==> config.mk <==
export PLATFORM = sky130hd
export DESIGN_NAME = sprite_compositor
export DESIGN_NICKNAME = d
export VERILOG_FILES = /design/src/rtl/sprite_compositor.sv
export SDC_FILE = /design/constraint.sdc
export NUM_CORES = 1
export LEC_CHECK = 0
export ABC_AREA = 1
export CORE_ASPECT_RATIO = 1.5
export CORE_MARGIN = 8
export CORE_UTILIZATION = 35
export DETAILED_ROUTE_END_ITERATION = 8
export GPL_TIMING_DRIVEN = 0
export PLACE_DENSITY_LB_ADDON = 0.15
export SYNTH_ARGS = -nofsm -noshare
export SYNTH_HDL_FRONTEND = slang
export SYNTH_SLANG_ARGS = --single-unit
==> constraint.sdc <==
create_clock -name Clk -period 8.1 [get_ports Clk]
set_input_delay 2.025 -clock Clk [delete_from_list [all_inputs] [get_ports Clk]]
set_output_delay 2.025 -clock Clk [all_outputs]
set_load 0.05 [all_outputs]
==> src/rtl/sprite_compositor.sv <==
// Three-stage sprite layer: address generation, ROM wait, then priority compositing.
// Also accumulates per-frame pixel-exact collisions between sprite 0 and every other sprite.
module sprite_compositor #(
    parameter int          NUM_SPRITES = 4,
    parameter int          COORD_W     = 10,
    parameter int          SPRITE_DIM  = 26,
    parameter int          NUM_FRAMES  = 4,
    parameter int          ADDR_W      = 12,
    parameter int          PLAYFIELD_W = 405,
    parameter logic [23:0] TRANSPARENT = 24'h000000
) (
    input  logic                            Clk,
    input  logic                            Reset_n,
    input  logic                            pix_en,
    input  logic [COORD_W-1:0]              DrawX,
    input  logic [COORD_W-1:0]              DrawY,
    input  logic                            blank,
    input  logic                            frame_start,
    input  logic [23:0]                     bg_rgb,
    input  logic [NUM_SPRITES-1:0]          spr_en,
    input  logic [NUM_SPRITES*COORD_W-1:0]  spr_x,
    input  logic [NUM_SPRITES*COORD_W-1:0]  spr_y,
    input  logic [NUM_SPRITES*2-1:0]        spr_frame,
    output logic [NUM_SPRITES*ADDR_W-1:0]   rom_addr,
    output logic                            rom_rd,
    input  logic [NUM_SPRITES*24-1:0]       rom_data,
    output logic [7:0]                      Red,
    output logic [7:0]                      Green,
    output logic [7:0]                      Blue,
    output logic                            out_valid,
    output logic [NUM_SPRITES-2:0]          collision,
    output logic                            coll_valid
);

    localparam logic [COORD_W-1:0] DIM_C     = COORD_W'(SPRITE_DIM);
    localparam logic [COORD_W-1:0] PF_C      = COORD_W'(PLAYFIELD_W);
    localparam logic [ADDR_W-1:0]  DIM_A     = ADDR_W'(SPRITE_DIM);
    localparam logic [ADDR_W-1:0]  AREA_A    = ADDR_W'(SPRITE_DIM * SPRITE_DIM);
    localparam logic [ADDR_W-1:0]  LAST_FR_A = ADDR_W'(NUM_FRAMES - 1);

    // S1 combinational
    logic [NUM_SPRITES-1:0]        hit_d;
    logic [NUM_SPRITES*ADDR_W-1:0] addr_d;
    logic                          off_d;

    // Stage registers
    logic [NUM_SPRITES-1:0]        hit1_q, hit2_q;
    logic [NUM_SPRITES*ADDR_W-1:0] addr_q;
    logic                          blank1_q, blank2_q;
    logic                          off1_q, off2_q;
    logic [23:0]                   bg1_q, bg2_q;
    logic                          v1_q, v2_q, out_valid_q;

    // S3
    logic [NUM_SPRITES-1:0]        opaque;
    logic [23:0]                   sel_rgb;
    logic [23:0]                   rgb_d, rgb_q;
    logic [NUM_SPRITES-2:0]        det;

    // Collision
    logic [NUM_SPRITES-2:0]        acc_d, acc_q;
    logic [NUM_SPRITES-2:0]        coll_d, coll_q;
    logic                          coll_valid_d, coll_valid_q;

    assign off_d = (DrawX >= PF_C);

    // Offsets are one bit wider than the coordinates so a sprite left of or above
    // the pixel shows up as negative instead of wrapping into range.
    genvar gi;
    generate
        for (gi = 0; gi < NUM_SPRITES; gi++) begin : g_s1
            logic [COORD_W:0] dx;
            logic [COORD_W:0] dy;
            logic [ADDR_W-1:0] fr_ext;
            logic [ADDR_W-1:0] fr_sel;
            logic [ADDR_W-1:0] offs;

            assign dx     = {1'b0, DrawX} - {1'b0, spr_x[gi*COORD_W +: COORD_W]};
            assign dy     = {1'b0, DrawY} - {1'b0, spr_y[gi*COORD_W +: COORD_W]};
            assign fr_ext = ADDR_W'(spr_frame[gi*2 +: 2]);
            assign fr_sel = (fr_ext > LAST_FR_A) ? LAST_FR_A : fr_ext;

            assign hit_d[gi] = spr_en[gi]
                             & ~dx[COORD_W] & (dx[COORD_W-1:0] < DIM_C)
                             & ~dy[COORD_W] & (dy[COORD_W-1:0] < DIM_C);

            assign offs = fr_sel * AREA_A
                        + ADDR_W'(dy[COORD_W-1:0]) * DIM_A
                        + ADDR_W'(dx[COORD_W-1:0]);

            assign addr_d[gi*ADDR_W +: ADDR_W] = hit_d[gi] ? offs : '0;
        end

        for (gi = 0; gi < NUM_SPRITES; gi++) begin : g_opaque
            assign opaque[gi] = hit2_q[gi] & (rom_data[gi*24 +: 24] != TRANSPARENT);
        end

        // Stacked sprites still collide: detection uses opacity, not visibility.
        for (gi = 1; gi < NUM_SPRITES; gi++) begin : g_det
            assign det[gi-1] = opaque[0] & opaque[gi] & blank2_q;
        end
    endgenerate

    // Lowest opaque index wins; walk from the highest index down so it overrides.
    always_comb begin
        sel_rgb = bg2_q;
        for (int i = NUM_SPRITES - 1; i >= 0; i--) begin
            if (opaque[i]) begin
                sel_rgb = rom_data[i*24 +: 24];
            end
        end
        rgb_d = (blank2_q && !off2_q) ? sel_rgb : 24'h000000;
    end

    always_comb begin
        acc_d        = acc_q;
        coll_d       = coll_q;
        coll_valid_d = 1'b0;
        if (pix_en) begin
            if (frame_start) begin
                coll_d       = acc_q | det;
                acc_d        = '0;
                coll_valid_d = 1'b1;
            end else begin
                acc_d = acc_q | det;
            end
        end
    end

    always_ff @(posedge Clk) begin
        if (!Reset_n) begin
            hit1_q       <= '0;
            hit2_q       <= '0;
            addr_q       <= '0;
            blank1_q     <= 1'b0;
            blank2_q     <= 1'b0;
            off1_q       <= 1'b0;
            off2_q       <= 1'b0;
            bg1_q        <= '0;
            bg2_q        <= '0;
            rgb_q        <= '0;
            v1_q         <= 1'b0;
            v2_q         <= 1'b0;
            out_valid_q  <= 1'b0;
            acc_q        <= '0;
            coll_q       <= '0;
            coll_valid_q <= 1'b0;
        end else begin
            acc_q        <= acc_d;
            coll_q       <= coll_d;
            coll_valid_q <= coll_valid_d;
            out_valid_q  <= pix_en & v2_q;
            if (pix_en) begin
                hit1_q   <= hit_d;
                addr_q   <= addr_d;
                blank1_q <= blank;
                off1_q   <= off_d;
                bg1_q    <= bg_rgb;
                hit2_q   <= hit1_q;
                blank2_q <= blank1_q;
                off2_q   <= off1_q;
                bg2_q    <= bg1_q;
                rgb_q    <= rgb_d;
                v1_q     <= 1'b1;
                v2_q     <= v1_q;
            end
        end
    end

    assign rom_addr   = addr_q;
    assign rom_rd     = pix_en;
    assign Red        = rgb_q[23:16];
    assign Green      = rgb_q[15:8];
    assign Blue       = rgb_q[7:0];
    assign out_valid  = out_valid_q;
    assign collision  = coll_q;
    assign coll_valid = coll_valid_q;

endmodule
After elaboration in Yosys (flattened, before gate mapping)
Index checks and enable logic that the tools add are counted.
{ "word_totals": {"ff_bits": 142, "in_bits": 237, "wordCells": 112} }
{ "op_classes": {"add_sub_neg": 16, "mul": 8, "magnitude_cmp": 13, "muxes": 15, "bitwise": 36, "n_reduce_logical": 8} }
{ "op_table": {"columns": ["cell", "count"], "rows": [
  ["2-to-1 mux 24 bit", 5],
  ["nonzero test 24 bit", 4],
  ["subtractor 10 x 10 -> 11 bit", 8],
  ["< comparator 10 x 5 -> 1 bit (second input constant)", 8],
  ["adder 12 x 10 -> 12 bit", 4],
  ["adder 12 bit", 4],
  ["2-to-1 mux 12 bit", 4],
  ["multiplier 10 x 4 -> 11 bit (second input constant)", 4],
  ["multiplier 2 x 8 -> 10 bit (second input constant)", 4],
  ["AND 1 bit", 27],
  ["greater-or-equal comparator 10 x 9 -> 1 bit (second input constant)", 1],
  ["> comparator 2 bit (second input constant)", 4],
  ["2-to-1 mux 2 bit", 4],
  ["inverter 1 bit", 8],
  ["AND reduction 2 bit", 2],
  ["2-to-1 mux 3 bit", 1],
  ["bitwise OR 3 bit", 1],
  ["logical AND 1 bit", 1],
  ["zero test 1 bit", 1],
  ["2-to-1 mux 1 bit", 1]
]} }

Depth between registers and ports, before layout
Gate-level depths: netlist of the first run.
{ "depth": {"ltp_word": 7, "ltp_mapped": 31, "ltp_nobuf": 31} }

Worst setup path after synthesis of the first run
OpenSTA, ideal clock, no wires.
{ "synth_timing": {"path_kind": "in2reg", "start": "input port DrawY[0]", "end": "register addr_q[35] (netlist: rom_addr[35])", "arrival_time_ns": 6.327, "required_time_ns": 7.965, "slack_ns": 1.638, "stages": 28, "path_buffers": 0, "cell_sequence": "inv_1 > ha_1 > inv_1 > fa_1 > xor2_1 > inv_1 > ha_1 > fa_1 > inv_1 > ha_1 > a21oi_1 > nand2_1 > a21oi_1 > nor2_1 > nor2_1 > xor2_1 > fa_1 > inv_1 > ha_1 > inv_1 > nor3_1 > nand2_1 > nand3_1 > a31oi_1 > inv_1 > nand3_1 > nand3_1 > a21oi_1"} }
{ "synth_via": {"elab_chain_cells": 5, "elab_cells_between_ends": 9, "cone_classes": "3 x add/sub; 1 x mul; 1 x order compare; 1 x mux; 3 x bitwise"} }
{ "synth_lines": {"columns": ["element", "line_no", "source"], "rows": [
  ["start, declared", "16", "input logic [COORD_W-1:0] DrawY,"],
  ["subtractor 10 x 10 -> 11 bit (*)", "79", "assign dy = {1'b0, DrawY} - {1'b0, spr_y[gi*COORD_W +: COORD_W]};"],
  ["multiplier 10 x 4 -> 11 bit / inverter 1 bit (equally long branches)", "88, 85", null],
  ["adder 12 bit / AND 1 bit (equally long branches)", "88, 85", null],
  ["adder 12 x 10 -> 12 bit / AND 1 bit (equally long branches)", "89, 85", null],
  ["2-to-1 mux 12 bit (*)", "91", "assign addr_d[gi*ADDR_W +: ADDR_W] = hit_d[gi] ? offs : '0;"],
  ["end signal, assigned", "155", "addr_q <= addr_d;"],
  ["end, declared", "48", "logic [NUM_SPRITES*ADDR_W-1:0] addr_q;"]
]} }
Mark *: on every way between the ends. The rest lies on a longest branch, timed or not.
A chain may end at the register's enable or synchronous reset.

Worst setup path in the final report of the first run
{ "layout_timing": {"start": "input port DrawY[1]", "end": "register addr_q[35] (netlist: rom_addr[35])"} }
Same word-level chain as after synthesis.

==> reports/results.txt, run 1 <==
share of the synthesized area in the top cell type: 17.91%
final setup fails: 0
max_slew headroom: 32.26%
HP Class: flop to flop
fmax: 0.1385 GHz
status: finished clean
design area: 0.02035 mm²
crit share post-route: 89.11%
Cell variety after synth: 51
fin crit period: 7.218 ns
Synthesized Nets: 2896
ANT cells: 0
Placer Congestion: 0.9580
number of top-level pins: 315
Max Cap Viol: 0
Final Hold Viols: 0
nature of the critical path startpoint: primary input
Post-layout nets: 3229
post-synthesis async set-or-reset flop share: 0%
deepest clock path buffer count: 2
Synth Cell Area: 0.01587 mm²
Starting Density: 35.42%
DR DRC count: 0
setup fix buffers added after clock tree synthesis: 0
Synth area leader: dfxtp_1
crit path kind: primary input to flop
Synth Warn #: 0
Required @ worst endpoint: 8.48 ns
top sig layer: met4
Core ar.: 0.04481 mm²
routed len/inst: 17.57 µm
worst slew pin tran: 1.014 ns
GRT Total Usage: 21.84%
Cells after Synth: 2388
top cells by count, synth: 477 x inv_1, 473 x nand2_1, 207 x ha_1
Vias: 15980
clock root cell: clkbuf_16
die height: 276.8 µm
gr ovfl total: 0
Max Fanout on Critical Path: 8
row count: 95
clock sinks: 142
post-cts hold buffer count: 0
Clock Latency Late Sink: 0.45 ns
CTS Buf Count: 17
initial antenna violation count: 0
CTS tree: yes
PwrDens: 315.8 mW/mm²
Slew Viols, Final: 0
dpl hpwl: 50470 µm
synth top area cells: dfxtp_1 18%, ha_1 16%, inv_1 11%
routed wl met3: 2886 µm
CP endpoint kind: flop
clock slew at reported path FFs: 0.07 ns
CTS H-tree lvls: 4
vias in the first global route: 16160
vias per cell: 4.819
fill count: 4627
die footprint: 0.05257 mm²
layout cell share with drive strength beyond 1: 4.097%
DRT met1 WL: 22930 µm
largest net degree at the start of global routing: 17
drt first pass iters: 7
Setup TNS: 0 ns
metal2 WL: 29760 µm
Port Buffers: 314
violation count after the first detailed-routing iteration: 791
first-pass GRT wire length: 89330 µm
most frequent cell after synthesis: inv_1
ANT nets after route: 0
cts repair resizes: 0
syn_area_per_cell: 6.647 µm²
top_reg_cell synth: dfxtp_1
DIE WIDTH: 189.9 µm
Final Skew: 0.01011 ns
register area share after synthesis: 17.91%
Lkg Pwr: 0.01003 µW
Post-synth EDFFs: 0
CP Data Arrival Time: 7.60 ns
#FFs+latches synth: 142
Max IR drop VDD: 0.2380 mV
Syn-to-layout area delta: 28.21%
RSZ-0062 raised after global routing: no
final WL: 58260 µm
Placed Area: 0.01975 mm²
[through the flow]
stage	power [µW]	cells	setup WS [ns]	utilization (%)	hold slack (ns)
6_report	6427	3316	0.8820	45.42	0.4475
5_1_grt	7263	3316	0.4617	45.42	0.4691
3_3_place_gp	5501	3284	0.4788	44.06	0.4308
2_1_floorplan	4524	2388	1.638	-	0.4158
3_5_place_dp	5571	3284	0.4074	44.06	0.4418
4_1_cts	6445	3316	0.8552	45.42	0.4509
[cell usage in the layout (no fill, tap or decap), types with 5 or more instances in the layout]
| cell | Yosys | layout |
|---|---|---|
| nand2_2 | 12 | 12 |
| nor2_1 | 195 | 195 |
| dfxtp_1 | 142 | 142 |
| clkbuf_16 | 0 | 17 |
| buf_2 | 6 | 6 |
| clkdlybuf4s50_1 | 0 | 314 |
| xor2_1 | 61 | 61 |
| fa_1 | 64 | 64 |
| nand2_1 | 473 | 473 |
| nor3_1 | 15 | 15 |
| ha_1 | 207 | 207 |
| xnor2_1 | 20 | 20 |
| a31oi_1 | 7 | 7 |
| clkbuf_1 | 51 | 51 |
| nand3b_1 | 5 | 5 |
| o21bai_1 | 32 | 32 |
| nand4_1 | 30 | 30 |
| a21oi_1 | 175 | 175 |
| o21ai_0 | 152 | 152 |
| or2_2 | 22 | 22 |
| a21o_1 | 10 | 10 |
| inv_6 | 0 | 7 |
| nand3_2 | 6 | 6 |
| nand3_1 | 156 | 156 |
| inv_1 | 477 | 477 |
| or2_1 | 5 | 5 |
| a21oi_2 | 7 | 7 |
[state kept, by name, summed over array words and instances, names as in the netlist, 3 cells and up]
name / flops
bg2_q: 24
hit1_q: 4
rgb_q: 24
bg1_q: 24
acc_q: 3
hit2_q: 4
collision: 3
rom_addr: 48
[logic make-up (layout without fill, tap and decap cells)]
kind of cell | Yosys count | count (layout) | share of synthesized area, %
adders and majority gates | 271 | 271 | 24.39
buffers and inverters | 542 | 888 | 13.03
AOI/OAI and AO/OA | 408 | 408 | 14.21
and+or+nand+nor | 940 | 940 | 25.59
xor gates and xnor gates | 85 | 85 | 4.879
DFF | 142 | 142 | 17.91
[cell type report]
type                    count  area, µm²  share of cell area, %
well taps                 582      728.2                  3.578
clock buffers              18      439.2                  2.158
flip-flops and latches    142       2843                  13.97
plain buffers              61      262.8                  1.291
repair buffers            314       3143                  15.44
multi-input cells        1704      10960                  53.87
clock inverters            14      167.7                 0.8238
inverters                 481       1805                  8.871
[per-layer routing]
| layer | up-vias | GRT usage (%) |
|---|---|---|
| li1 | 8259 | - |
| met1 | 7191 | 23.65 |
| met2 | 431 | 40.40 |
| met3 | 99 | 3.150 |
| met4 | 0 | 10.81 |
| met5 | - | 0 |
[worst max-delay path: stages]
cell and delay (ns):
clkdlybuf4s50_1 0.76, fa_1 0.63, xor2_1 0.37, ha_1 0.30, ha_1 0.32, xnor2_1 0.24, inv_1 0.10, fa_1 0.46
o21ai_0 0.36, xor2_1 0.15, fa_1 0.50, inv_1 0.04, ha_1 0.33, inv_1 0.08, o21ai_0 0.11, nand3_1 0.09
nand3_1 0.08, a31oi_1 0.23, inv_1 0.07, nand3_1 0.09, nand3_1 0.13, a21oi_1 0.14
[worst paths after layout]
kind         startpoint            to  slack [ns]  cells past startpoint
min reg2reg        v1_q          v1_q        0.45                      2
min                v1_q          v1_q        0.45                      2
max            DrawY[1]  rom_addr[35]        0.88                     22
max reg2reg    blank2_q      rgb_q[2]        5.93                      4
[power by group]
part	internal [µW]	leakage [µW]	switching, µW
Clock	474	0.000299	356
Sequential	720	0.00116	13.4
Combinational	1950	0.00858	2910
Note: power is estimated with default switching activity, not from simulation.
==> inputs of run 2 (changes only) <==
--- a/config.mk
+++ b/config.mk
@@ -12,6 +12,7 @@
 export DETAILED_ROUTE_END_ITERATION = 8
 export GPL_TIMING_DRIVEN = 0
 export PLACE_DENSITY_LB_ADDON = 0.15
+export SLEW_MARGIN = 10
 export SYNTH_ARGS = -nofsm -noshare
 export SYNTH_HDL_FRONTEND = slang
 export SYNTH_SLANG_ARGS = --single-unit
==> results of run 2 <==
Final layout, timing and power as in run 1 (identical DEF).
==> inputs of run 3 (changes only) <==
--- a/config.mk
+++ b/config.mk
@@ -6,6 +6,9 @@
 export NUM_CORES = 1
 export LEC_CHECK = 0
 export ABC_AREA = 1
+export CAP_MARGIN = 40
+export CELL_PAD_IN_SITES_DETAIL_PLACEMENT = 1
+export CELL_PAD_IN_SITES_GLOBAL_PLACEMENT = 1
 export CORE_ASPECT_RATIO = 1.5
 export CORE_MARGIN = 8
 export CORE_UTILIZATION = 35
==> run 3 against run 2 <==
Non-clock buffer count is 1 higher. Cell count hardly changed. Design area hardly changed. Die area stayed put. Via count is 3.0% higher. Critical path type unchanged. Sequential share of layout area hardly changed. Combinational power is 2% higher.
==> reports/results.txt, run 3 (synthesis results as in run 1) <==
final setup fails: 0
row count: 95
die footprint: 0.05257 mm²
crit path kind: primary input to flop
CTS H-tree lvls: 4
slowest cell on the critical path: clkdlybuf4s50_1
sw power: 3404 µW
setup fix buffers added after clock tree synthesis: 0
status: finished clean
fmax: 0.1375 GHz
HP Class: flop to flop
gr ovfl total: 0
DR DRC count: 0
drt first pass iters: 4
CTS Buf Count: 17
ANT nets after route: 0
Design Power: 6515 µW
Vias: 16450
number of top-level pins: 315
RSZ-0062 raised after global routing: no
Core ar.: 0.04481 mm²
CP top delay family: adder cells
Max Fanout on Critical Path: 8
first-pass GRT wire length: 96320 µm
cell-internal power: 3110 µW
deepest clock path buffer count: 2
Clock Latency Late Sink: 0.44 ns
WP buf/inv: 6
PwrDens: 319.9 mW/mm²
Final Hold Viols: 0
ANT cells: 0
cts repair resizes: 0
crit share post-route: 89.76%
most common cell after layout, fill and taps aside: inv_1
Port Buffers: 314
max_slew headroom: 49.82%
CP startpoint: DrawY[1]
final WL: 61510 µm
max reg flops: 48
Placer Congestion: 0.9782
CP most frequent cell: inv_1
Max Cap Viol: 0
worst slew pin tran: 0.7527 ns
share of total power in the clock network: 12.3%
CP endpoint kind: flop
hold path start: v1_q
layout cell share with drive strength beyond 1: 4.132%
largest net degree at the start of global routing: 19
clock sinks: 142
clock slew at reported path FFs: 0.07 ns
Syn-to-layout area delta: 28.29%
clock root cell: clkbuf_16
fin crit period: 7.271 ns
routed len/inst: 18.54 µm
DIE WIDTH: 189.9 µm
sequential share of power: 11.3%
Logic pwr share: 76.4%
Slew Viols, Final: 0
die height: 276.8 µm
crit-path max cell delay: 0.74 ns
Lkg Pwr: 0.01004 µW
Starting Density: 35.42%
violation count after the first detailed-routing iteration: 553
Final Skew: 0.009305 ns
CTS tree: yes
nature of the critical path startpoint: primary input
Critical R2R Launch: hit2_q[3]
initial antenna violation count: 0
Max IR drop VDD: 0.2172 mV
Sw Ratio: 52.26%
most frequent cells in the layout: 477 x inv_1, 473 x nand2_1, 314 x clkdlybuf4s50_1
Required @ worst endpoint: 8.41 ns
vias in the first global route: 17960
Setup TNS: 0 ns
dpl hpwl: 53480 µm
CP Data Arrival Time: 7.58 ns
GRT Total Usage: 23.15%
vias per cell: 4.960
post-cts hold buffer count: 0
Post-layout nets: 3230
run 3: path summary, 6_finish.rpt:
kind / slack, ns / cells after the start / endpoint
setup / recovery: 0.83 / 26 / rom_addr[35]
hold / removal: 0.45 / 2 / v1_q
setup reg to reg: 6.05 / 8 / rgb_q[17]
hold reg to reg: 0.45 / 2 / v1_q
run 3: per-stage QoR:
step	hold slack [ns]	std cells	util, %	setup WS [ns]	cell area (µm²)
floorplan	0.4158	2388	-	1.638	15870
global placement	0.4298	3284	44.06	0.3900	19750
detailed placement	0.4406	3285	44.07	0.3160	19750
CTS	0.4507	3317	45.44	0.7886	20360
global route	0.4679	3317	45.44	0.2746	20360
finish	0.4480	3317	45.44	0.8293	20360
run 3: routing by layer:
| layer | wire length [µm] | vias up | part of all wire [%] | track usage (%) |
|---|---|---|---|---|
| met4 | 2496 | 0 | 4.1 | 9.906 |
| met5 | 0 | - | 0 | 0 |
| met1 | 23960 | 7787 | 39 | 24.24 |
| li1 | - | 8244 | - | - |
| met2 | 32470 | 331 | 53 | 44.54 |
| met3 | 2577 | 91 | 4.2 | 3.352 |
run 3: worst register-to-register path: stages (launching register included):
cell and delay [ns]:
dfxtp_1 0.35, nand2_1 0.09, buf_2 0.19, buf_2 0.20, o21ai_0 0.28, o21ai_0 0.18, o21ai_0 0.39, nand3_1 0.16
a21oi_1 0.15
run 3: power by group through the flow:
| stage | Clock, µW | Sequential (µW) | Combinational, µW |
|---|---|---|---|
| after global placement | 0 | 749 | 4810 |
| after floorplan | 0 | 753 | 3770 |
| after global routing | 850 | 736 | 5760 |
| after detailed placement | 0 | 750 | 4990 |
| final | 802 | 734 | 4980 |
| after CTS | 824 | 734 | 5040 |
run 3: layout make-up:
class | count | area (µm²)
fillers | 5842 | 24450
repair buffers | 315 | 3148
clock inverters | 15 | 188.9
clock buffers | 17 | 425.4
flip-flops and latches | 142 | 2843
inverters | 481 | 1805
multi-input cells | 1704 | 10960
plain buffers | 61 | 262.8
well taps | 582 | 728.2
